==> src/rtl/ifu_inst_issue.sv <==
// Fetch-side issue stage: queues I-cache packets and issues up to two in-order
// instructions per cycle. Optional macro IFU_CROSS_PKT_PAIR_EN pairs i1 across packets.
module ifu_inst_issue #(
  parameter int unsigned PC_W      = 64,
  parameter int unsigned INST_W    = 32,
  parameter int unsigned PKT_DEPTH = 2
) (
  input  logic                clk,
  input  logic                rst_n,
  input  logic                ifu_flush,
  input  logic                ic_pkt_valid,
  output logic                ic_pkt_ready,
  input  logic [PC_W-1:0]     ic_pkt_pc,
  input  logic [4*INST_W-1:0] ic_pkt_data,
  input  logic [1:0]          ic_pkt_start,
  input  logic [1:0]          ic_pkt_end,
  input  logic                deu_ib2_val,
  input  logic                deu_ib3_val,
  output logic                ifu_i0_valid,
  output logic [PC_W-1:0]     ifu_i0_pc,
  output logic [INST_W-1:0]   ifu_i0_inst,
  output logic                ifu_i1_valid,
  output logic [PC_W-1:0]     ifu_i1_pc,
  output logic [INST_W-1:0]   ifu_i1_inst
);

  localparam int unsigned PtrW = $clog2(PKT_DEPTH);
  localparam int unsigned CntW = PtrW + 1;

  logic [PC_W-1:0]     pc_q   [PKT_DEPTH];
  logic [4*INST_W-1:0] data_q [PKT_DEPTH];
  logic [1:0]          slot_q [PKT_DEPTH];
  logic [1:0]          end_q  [PKT_DEPTH];
  logic [PtrW-1:0]     rd_ptr_q, wr_ptr_q;
  logic [CntW-1:0]     count_q;

  logic                push;
  logic [1:0]          budget;
  logic                head_valid;
  logic [1:0]          head_slot, head_end, head_slot_new;
  logic                can0, can1_head, can1_cross;
  logic                pop_head, pop_next;
  logic [1:0]          num_pop;
  logic [1:0]          i1_slot;
  logic [PC_W-1:0]     i1_base;
  logic [4*INST_W-1:0] i1_data;

`ifdef IFU_CROSS_PKT_PAIR_EN
  logic [PtrW-1:0] nxt_ptr;
  assign nxt_ptr = rd_ptr_q + PtrW'(1);
`endif

  assign ic_pkt_ready = count_q < CntW'(PKT_DEPTH);
  // Inverted-range packets are consumed from the cache but never stored.
  assign push = ic_pkt_valid & ic_pkt_ready & ~ifu_flush & (ic_pkt_start <= ic_pkt_end);

  assign head_valid = count_q != '0;
  assign head_slot  = slot_q[rd_ptr_q];
  assign head_end   = end_q[rd_ptr_q];

  always_comb begin
    budget = 2'd2;
    if (deu_ib3_val)      budget = 2'd0;
    else if (deu_ib2_val) budget = 2'd1;
  end

  assign can0      = head_valid & (budget != 2'd0) & ~ifu_flush;
  assign can1_head = can0 & (budget == 2'd2) & (head_slot < head_end);
`ifdef IFU_CROSS_PKT_PAIR_EN
  assign can1_cross = can0 & (budget == 2'd2) & (head_slot == head_end) &
                      (count_q >= CntW'(2));
`else
  assign can1_cross = 1'b0;
`endif

  always_comb begin
    i1_slot = 2'(head_slot + 2'd1);
    i1_base = pc_q[rd_ptr_q];
    i1_data = data_q[rd_ptr_q];
`ifdef IFU_CROSS_PKT_PAIR_EN
    if (can1_cross) begin
      i1_slot = slot_q[nxt_ptr];
      i1_base = pc_q[nxt_ptr];
      i1_data = data_q[nxt_ptr];
    end
`endif
  end

  always_comb begin
    ifu_i0_valid = can0;
    ifu_i0_pc    = '0;
    ifu_i0_inst  = '0;
    ifu_i1_valid = can1_head | can1_cross;
    ifu_i1_pc    = '0;
    ifu_i1_inst  = '0;
    if (ifu_i0_valid) begin
      ifu_i0_pc   = pc_q[rd_ptr_q] + PC_W'({head_slot, 2'b00});
      ifu_i0_inst = data_q[rd_ptr_q][int'(head_slot)*INST_W +: INST_W];
    end
    if (ifu_i1_valid) begin
      ifu_i1_pc   = i1_base + PC_W'({i1_slot, 2'b00});
      ifu_i1_inst = i1_data[int'(i1_slot)*INST_W +: INST_W];
    end
  end

  always_comb begin
    head_slot_new = head_slot;
    pop_head      = 1'b0;
    pop_next      = 1'b0;
    if (can1_head) begin
      head_slot_new = 2'(head_slot + 2'd2);
      pop_head      = 2'(head_slot + 2'd1) == head_end;
    end else if (can0) begin
      head_slot_new = 2'(head_slot + 2'd1);
      pop_head      = head_slot == head_end;
    end
`ifdef IFU_CROSS_PKT_PAIR_EN
    if (can1_cross) pop_next = slot_q[nxt_ptr] == end_q[nxt_ptr];
`endif
    num_pop = {1'b0, pop_head} + {1'b0, pop_next};
  end

  always_ff @(posedge clk or negedge rst_n) begin
    if (!rst_n) begin
      rd_ptr_q <= '0;
      wr_ptr_q <= '0;
      count_q  <= '0;
      for (int i = 0; i < int'(PKT_DEPTH); i++) begin
        pc_q[i]   <= '0;
        data_q[i] <= '0;
        slot_q[i] <= '0;
        end_q[i]  <= '0;
      end
    end else if (ifu_flush) begin
      rd_ptr_q <= '0;
      wr_ptr_q <= '0;
      count_q  <= '0;
    end else begin
      // wr_ptr never aliases a live head/next entry, so these writes cannot collide.
      if (push) begin
        pc_q[wr_ptr_q]   <= ic_pkt_pc;
        data_q[wr_ptr_q] <= ic_pkt_data;
        slot_q[wr_ptr_q] <= ic_pkt_start;
        end_q[wr_ptr_q]  <= ic_pkt_end;
      end
      if (can0) slot_q[rd_ptr_q] <= head_slot_new;
`ifdef IFU_CROSS_PKT_PAIR_EN
      if (can1_cross) slot_q[nxt_ptr] <= 2'(slot_q[nxt_ptr] + 2'd1);
`endif
      rd_ptr_q <= rd_ptr_q + PtrW'(num_pop);
      wr_ptr_q <= wr_ptr_q + PtrW'(push);
      count_q  <= count_q + CntW'(push) - CntW'(num_pop);
    end
  end

endmodule

==> config.mk <==
export PLATFORM = sky130hd
export DESIGN_NAME = ifu_inst_issue
export DESIGN_NICKNAME = d
export VERILOG_FILES = /design/src/rtl/ifu_inst_issue.sv
export SDC_FILE = /design/constraint.sdc
export NUM_CORES = 1
export LEC_CHECK = 0
export ABC_AREA = 1
export CAP_MARGIN = 20
export CORE_ASPECT_RATIO = 1.25
export CORE_UTILIZATION = 40
export CTS_CLUSTER_SIZE = 8
export DETAILED_ROUTE_END_ITERATION = 8
export SYNTH_ARGS = -nofsm -noshare
export SYNTH_HDL_FRONTEND = slang
export SYNTH_SLANG_ARGS = --single-unit
==> constraint.sdc <==
create_clock -name clk -period 4.79 [get_ports clk]
set_input_delay 1.437 -clock clk [delete_from_list [all_inputs] [get_ports clk]]
set_output_delay 1.437 -clock clk [all_outputs]
set_load 0.01 [all_outputs]
After elaboration in Yosys (flattened, before gate mapping):

Index checks and enable logic that the tools add are counted.

* register bits after elaboration: 396
* bits of input ports: 202
* output and inout port bits: 195

* add/subtract/negate cells: 8
* order comparisons: 7
* eq/ne operators: 3
* shift operators: 2
* mux-type cells: 41
* bitwise operators: 10
* reductions and logical operators: 5

Operators with widths (number)
* 128-bit 2-to-1 mux: 4
* 64-bit 2-to-1 mux: 6
* 256-bit bitwise mux: 1
* 128-bit by 8-bit indexed part select with 32-bit output: 2
* 64-bit by 4-bit adder with 64-bit output: 2
* 128-bit bitwise mux: 1
* 128-bit demux with 1-bit select: 1
* 64-bit demux with 1-bit select: 1
* 32-bit 2-to-1 mux: 2
* 2-bit 2-to-1 mux: 13
* 4-bit bitwise mux: 3
* 4-bit 2-to-1 mux: 3
* 1-bit bitwise AND: 7
* 2-bit demux with 1-bit select: 2
* 2-bit == test: 2
* 2-bit greater-or-equal comparator, second input constant: 2
* 2-bit by 1-bit less-than comparator with 1-bit output, second input constant: 2
* 1-bit 2-to-1 mux: 4
* 1-bit NOT with 2-bit output: 2
* 2-bit nonzero test: 2
* 1-bit adder: 2
* 2-bit by 1-bit adder with 2-bit output: 1
* 2-bit by 1-bit adder with 2-bit output, second input constant: 1
* 2-bit adder, second input constant: 1
* other kinds (8): 9

Longest topological paths before layout:

* depth after elaboration: 10
* depth in mapped cells: 20

Worst setup path after synthesis:

Ideal clock, no wire load.

* kind: reg-to-output
* from: register rd_ptr_q
* to: output ifu_i0_pc[28]
* arrival time: 3.165 ns
* required time: 3.353 ns
* setup slack: 0.188 ns
* cell stages (with the launch flop): 19
* buffers on the path: 6
* cells stage by stage: dfrtp_1 buf_6 buf_6 buf_2 buf_2 buf_2 clkbuf_1 nand2_1 o21ai_0 ha_1 fa_1 inv_1 nor2_1 nand2_1 nor2_1 nand2_1 nor2_1 nor2_1 nor3_1

* word-level cells in the longest chain between the ends: 6

Ends and longest elaborated chain
* start, declared: line 34 `logic [PtrW-1:0] rd_ptr_q, wr_ptr_q;`
* start signal, assigned: line 150 `rd_ptr_q <= rd_ptr_q + PtrW'(num_pop);`
* 1-bit NOT with 2-bit output (not written as such) (*): line 58, 97
* 64-bit 2-to-1 mux (not written as such) / 2-bit 2-to-1 mux (equally long branches) (3 in series): line 97, 58
* 64-bit by 4-bit adder with 64-bit output (*): line 97 `ifu_i0_pc = pc_q[rd_ptr_q] + PC_W'({head_slot, 2'b00});`
* 64-bit 2-to-1 mux (*): line 96 `if (ifu_i0_valid) begin`
* end, declared: line 20 `output logic [PC_W-1:0] ifu_i0_pc,`

Every way passes the cells marked *; elsewhere a longest branch is shown, timed or not. The select of a mux whose other input is x is not followed.

Worst setup path in the final report:

* from: register rd_ptr_q
* to: output ifu_i0_pc[39]

Same word-level chain as after synthesis.

==> results.py <==
metrics = {
    "clocking": {
        "clk_latency_ns": 0.61,
        "hold_buffers": 0,
        "clock-root-buffer": "clkbuf_16",
        "cts_sinks": 396,
        "path_clk_slew_ns": 0.05,
        "clk_path_buf_depth": 3,
        "numCtsBuffers": 55,
        "cts_tree": "yes",
        "htree_num_levels": 2,
    },
    "worst_setup_path": {
        "r2r_start": "rd_ptr_q$_DFF_PN0_",
        "end_kind": "primary output",
        "worstSetupPathType": "reg2out",
        "r2r-end": "count_q[1]$_DFF_PN0_",
        "crit_slowest_cell": "dfrtp_4",
        "r2r_slack_ns": 1.65,
        "path_cells": "buf_12 > bufbuf_16 > o21ai_4 > buf_6 > nand2_2 > nor2_4 > nand2_2 > inv_2 > buf_4 > nand2_1 > nor2_2 > buf_4 > nand3_1 > nand2_1 > nor2_1 > buf_4 > dlygate4sd2_1",
        "startpoint_type": "register",
        "cp.arrival_ns": 3.32,
        "cp_max_fo": 16,
        "cpPeakStageDelay_ns": 0.50,
        "required_ns": 3.35,
        "rr_worst_depth": 19,
        "cpMostUsedCell": "buf_4",
    },
    "final_layout": {
        "stdcell_count": 4838,
        "fillers": 5687,
        "layout-drive-gt1-share": 0.1820,
        "fin_util": 0.5692,
        "final_nets": 4296,
        "syn2layout_area_growth_pct": 39.95,
    },
    "sta": {
        "whs_ns": 0.4618,
        "period_minus_slack_ns": 4.752,
        "setup_violations": 0,
        "slew_viol_final": 0,
        "maxClockFrequency_ghz": 0.2104,
        "finalHoldViolations": 0,
        "rsz0062_at_grt": "yes",
        "worstMarginPinSlew_ns": 1.118,
        "setup-tns-final_ns": 0,
        "setup_ws_ns": 0.03783,
        "finalCritPeriodShare": 0.9921,
        "relSlewSlack": 0.2546,
        "skew_ns": 0.03203,
    },
    "placement": {
        "place_congestion": 1.062,
        "placed_cells": 4713,
        "dpl.hpwl_mm": 72.25,
        "place.port_buffers": 396,
        "post-place-ws_ns": -0.5157,
    },
    "floorplan": {
        "rows": 98,
        "fp.dieW_um": 218.3,
        "design.die.area_um2": 59450,
        "initial_utilization": 0.4067,
        "die_h_um": 272.4,
        "core_area_um2": 57510,
        "pin_count": 397,
    },
    "logic_synthesis": {
        "syn-num-nets": 3711,
        "synth.most_common_cell": "nand2_1",
        "yosysTopAreaCellShare": 0.4237,
        "netlist_area_um2": 23390,
        "synth_edf_count": 0,
        "synth_commonest_cells": "nand2_1 (1376), o21ai_0 (473), dfrtp_1 (396)",
        "yosys.area.top_type": "dfrtp_1",
        "ys_seq_area_frac": 0.4237,
        "avgSynthCellArea_um2": 6.686,
        "ys.flop_type": "dfrtp_1",
        "synthTopCellsByArea": "dfrtp_1 (42%), nand2_1 (22%), o21ai_0 (10%)",
        "synth_cells": 3498,
        "ys_warn_count": 0,
        "synthArstFlopShare": 1.000,
        "synth_cell_type_count": 38,
        "synth.ff_latch_count": 396,
    },
    "grt": {
        "grt_max_degree": 137,
        "grt_pass1_wl_mm": 146.6,
        "grt_pass1_vias": 24277,
        "antenna_found_initial": 9,
        "overflow": 0,
        "track_usage": 0.3279,
    },
    "power_and_ir_drop": {
        "power_density_nw_per_um2": 429.9,
        "ir_drop_mv": 0.3649,
        "p_leak_nw": 15.70,
    },
    "route": {
        "drt-wirelength-per-cell_um": 20.30,
        "ant_nets": 0,
        "drc": 0,
        "wirelength_mm": 98.24,
        "num_vias": 24968,
        "first_pass_iters": 5,
        "vias_per_cell": 5.161,
        "first_iter_violations": 1917,
    },
    "outcome": {
        "status": "finished clean",
    },
    "worst_hold_path": {
        "hold_path_startpoint": "data_q[231]$_DFFE_PN0P_",
        "hp-class": "reg2reg",
        "holdPathEnd": "data_q[231]$_DFFE_PN0P_",
        "min_path_cells": 2,
    },
    "run": {
        "drv_cap": 0,
    },
}
[state kept, by name, indices dropped and copies added (netlist names)]
| name | count |
|---|---|
| wr_ptr_q | 1 |
| rd_ptr_q | 1 |
| pc_q | 128 |
| end_q | 4 |
| slot_q | 4 |
| count_q | 2 |
| data_q | 256 |
[worst max path at each step]
stage,start,to,slack [ns]
after floorplan,rd_ptr_q$_DFF_PN0_,ifu_i0_pc[28],0.19
after global placement,ifu_flush,ifu_i1_inst[23],-0.49
after detailed placement,ifu_flush,ifu_i1_inst[23],-0.52
after CTS,rd_ptr_q$_DFF_PN0_,ifu_i0_pc[13],-0.09
after global routing,rd_ptr_q$_DFF_PN0_,ifu_i0_pc[39],-0.10
final,rd_ptr_q$_DFF_PN0_,ifu_i0_pc[39],0.04
[logic make-up after synthesis]
logic type               count (synthesis)  synth area share
buffers and inverters                  532           0.09110
adder cells (fa/ha/maj)                 11          0.006206
XOR/XNOR                                21          0.007864
AO/OA/AOI/OAI                          691            0.1551
AND/OR/NAND/NOR                       1847            0.3160
flip-flops                             396            0.4237
[per-layer routing]
layer,global-route usage,wire length (um)
met4,0.1971,6821
met2,0.5591,47240
met3,0.06745,6842
met5,0,129
met1,0.3764,37200
[cell usage in the layout, fill, tap and decap left out, types with 7 or more instances in the layout]
master           instances
nand3_2                 10
o21a_1                   7
nor3_1                  49
ha_1                     8
nand2_2                 62
dlygate4sd2_1          136
nand2_4                 19
dfrtp_1                395
o21ai_1                 24
nor2_1                 187
buf_2                   15
nor2_2                  57
buf_4                  273
nand3_1                 63
buf_6                   18
clkdlybuf4s50_1        209
inv_1                  303
a31oi_1                 24
inv_2                   35
o21ai_0                460
o21ai_2                 12
nand4_1                  9
o22ai_1                 17
o21ai_4                 26
nand2_1               1305
xor2_1                  17
nor2_4                  62
nor3_2                   8
clkbuf_2                23
buf_12                  29
a21oi_1                112
clkbuf_16               56
[final cells by class]
class	instances	area (um2)	share of cell area
Antenna cell	1	2.502	0.00007645
Clock buffer	58	1409	0.04304
Clock inverter	3	55.05	0.001682
Inverter	344	1303	0.03979
Multi-Input combinational cell	2570	12550	0.3834
Sequential cell	396	9913	0.3029
Tap cell	750	938.4	0.02867
Timing Repair Buffer	716	6560	0.2004
[power breakdown]
part	internal [W]	switching, W	total [W]	leakage [nW]
sequential	0.00447	0.000431	0.00491	4.89
clock	0.00205	0.00143	0.00348	0.718
combinational	0.00197	0.00371	0.00568	10.1
[worst max-delay path, delay by kind of cell (launching register included)]
kind	cells	cell delay, ns
buffers and inverters	8	1.33
AOI/OAI and AO/OA	1	0.16
and+or+nand+nor	8	0.71
DFF	1	0.50
[per-stage QoR]
step,power [W],instance area (um2)
after floorplan,0.007681,23390
after global placement,0.01001,29750
after detailed placement,0.01004,29750
after CTS,0.01390,32330
after global routing,0.01489,32730
final,0.01407,32730
[timing repair]
item | CTS | global route
resized for setup | 452 | 179
cloned | 5 | 0
buffers inserted | 42 | 16
endpoints found under the setup margin | 191 | 127
pin swaps | 50 | 45
hold endpoints to repair | 0 | 0
Power figures use the tool's default switching activity.
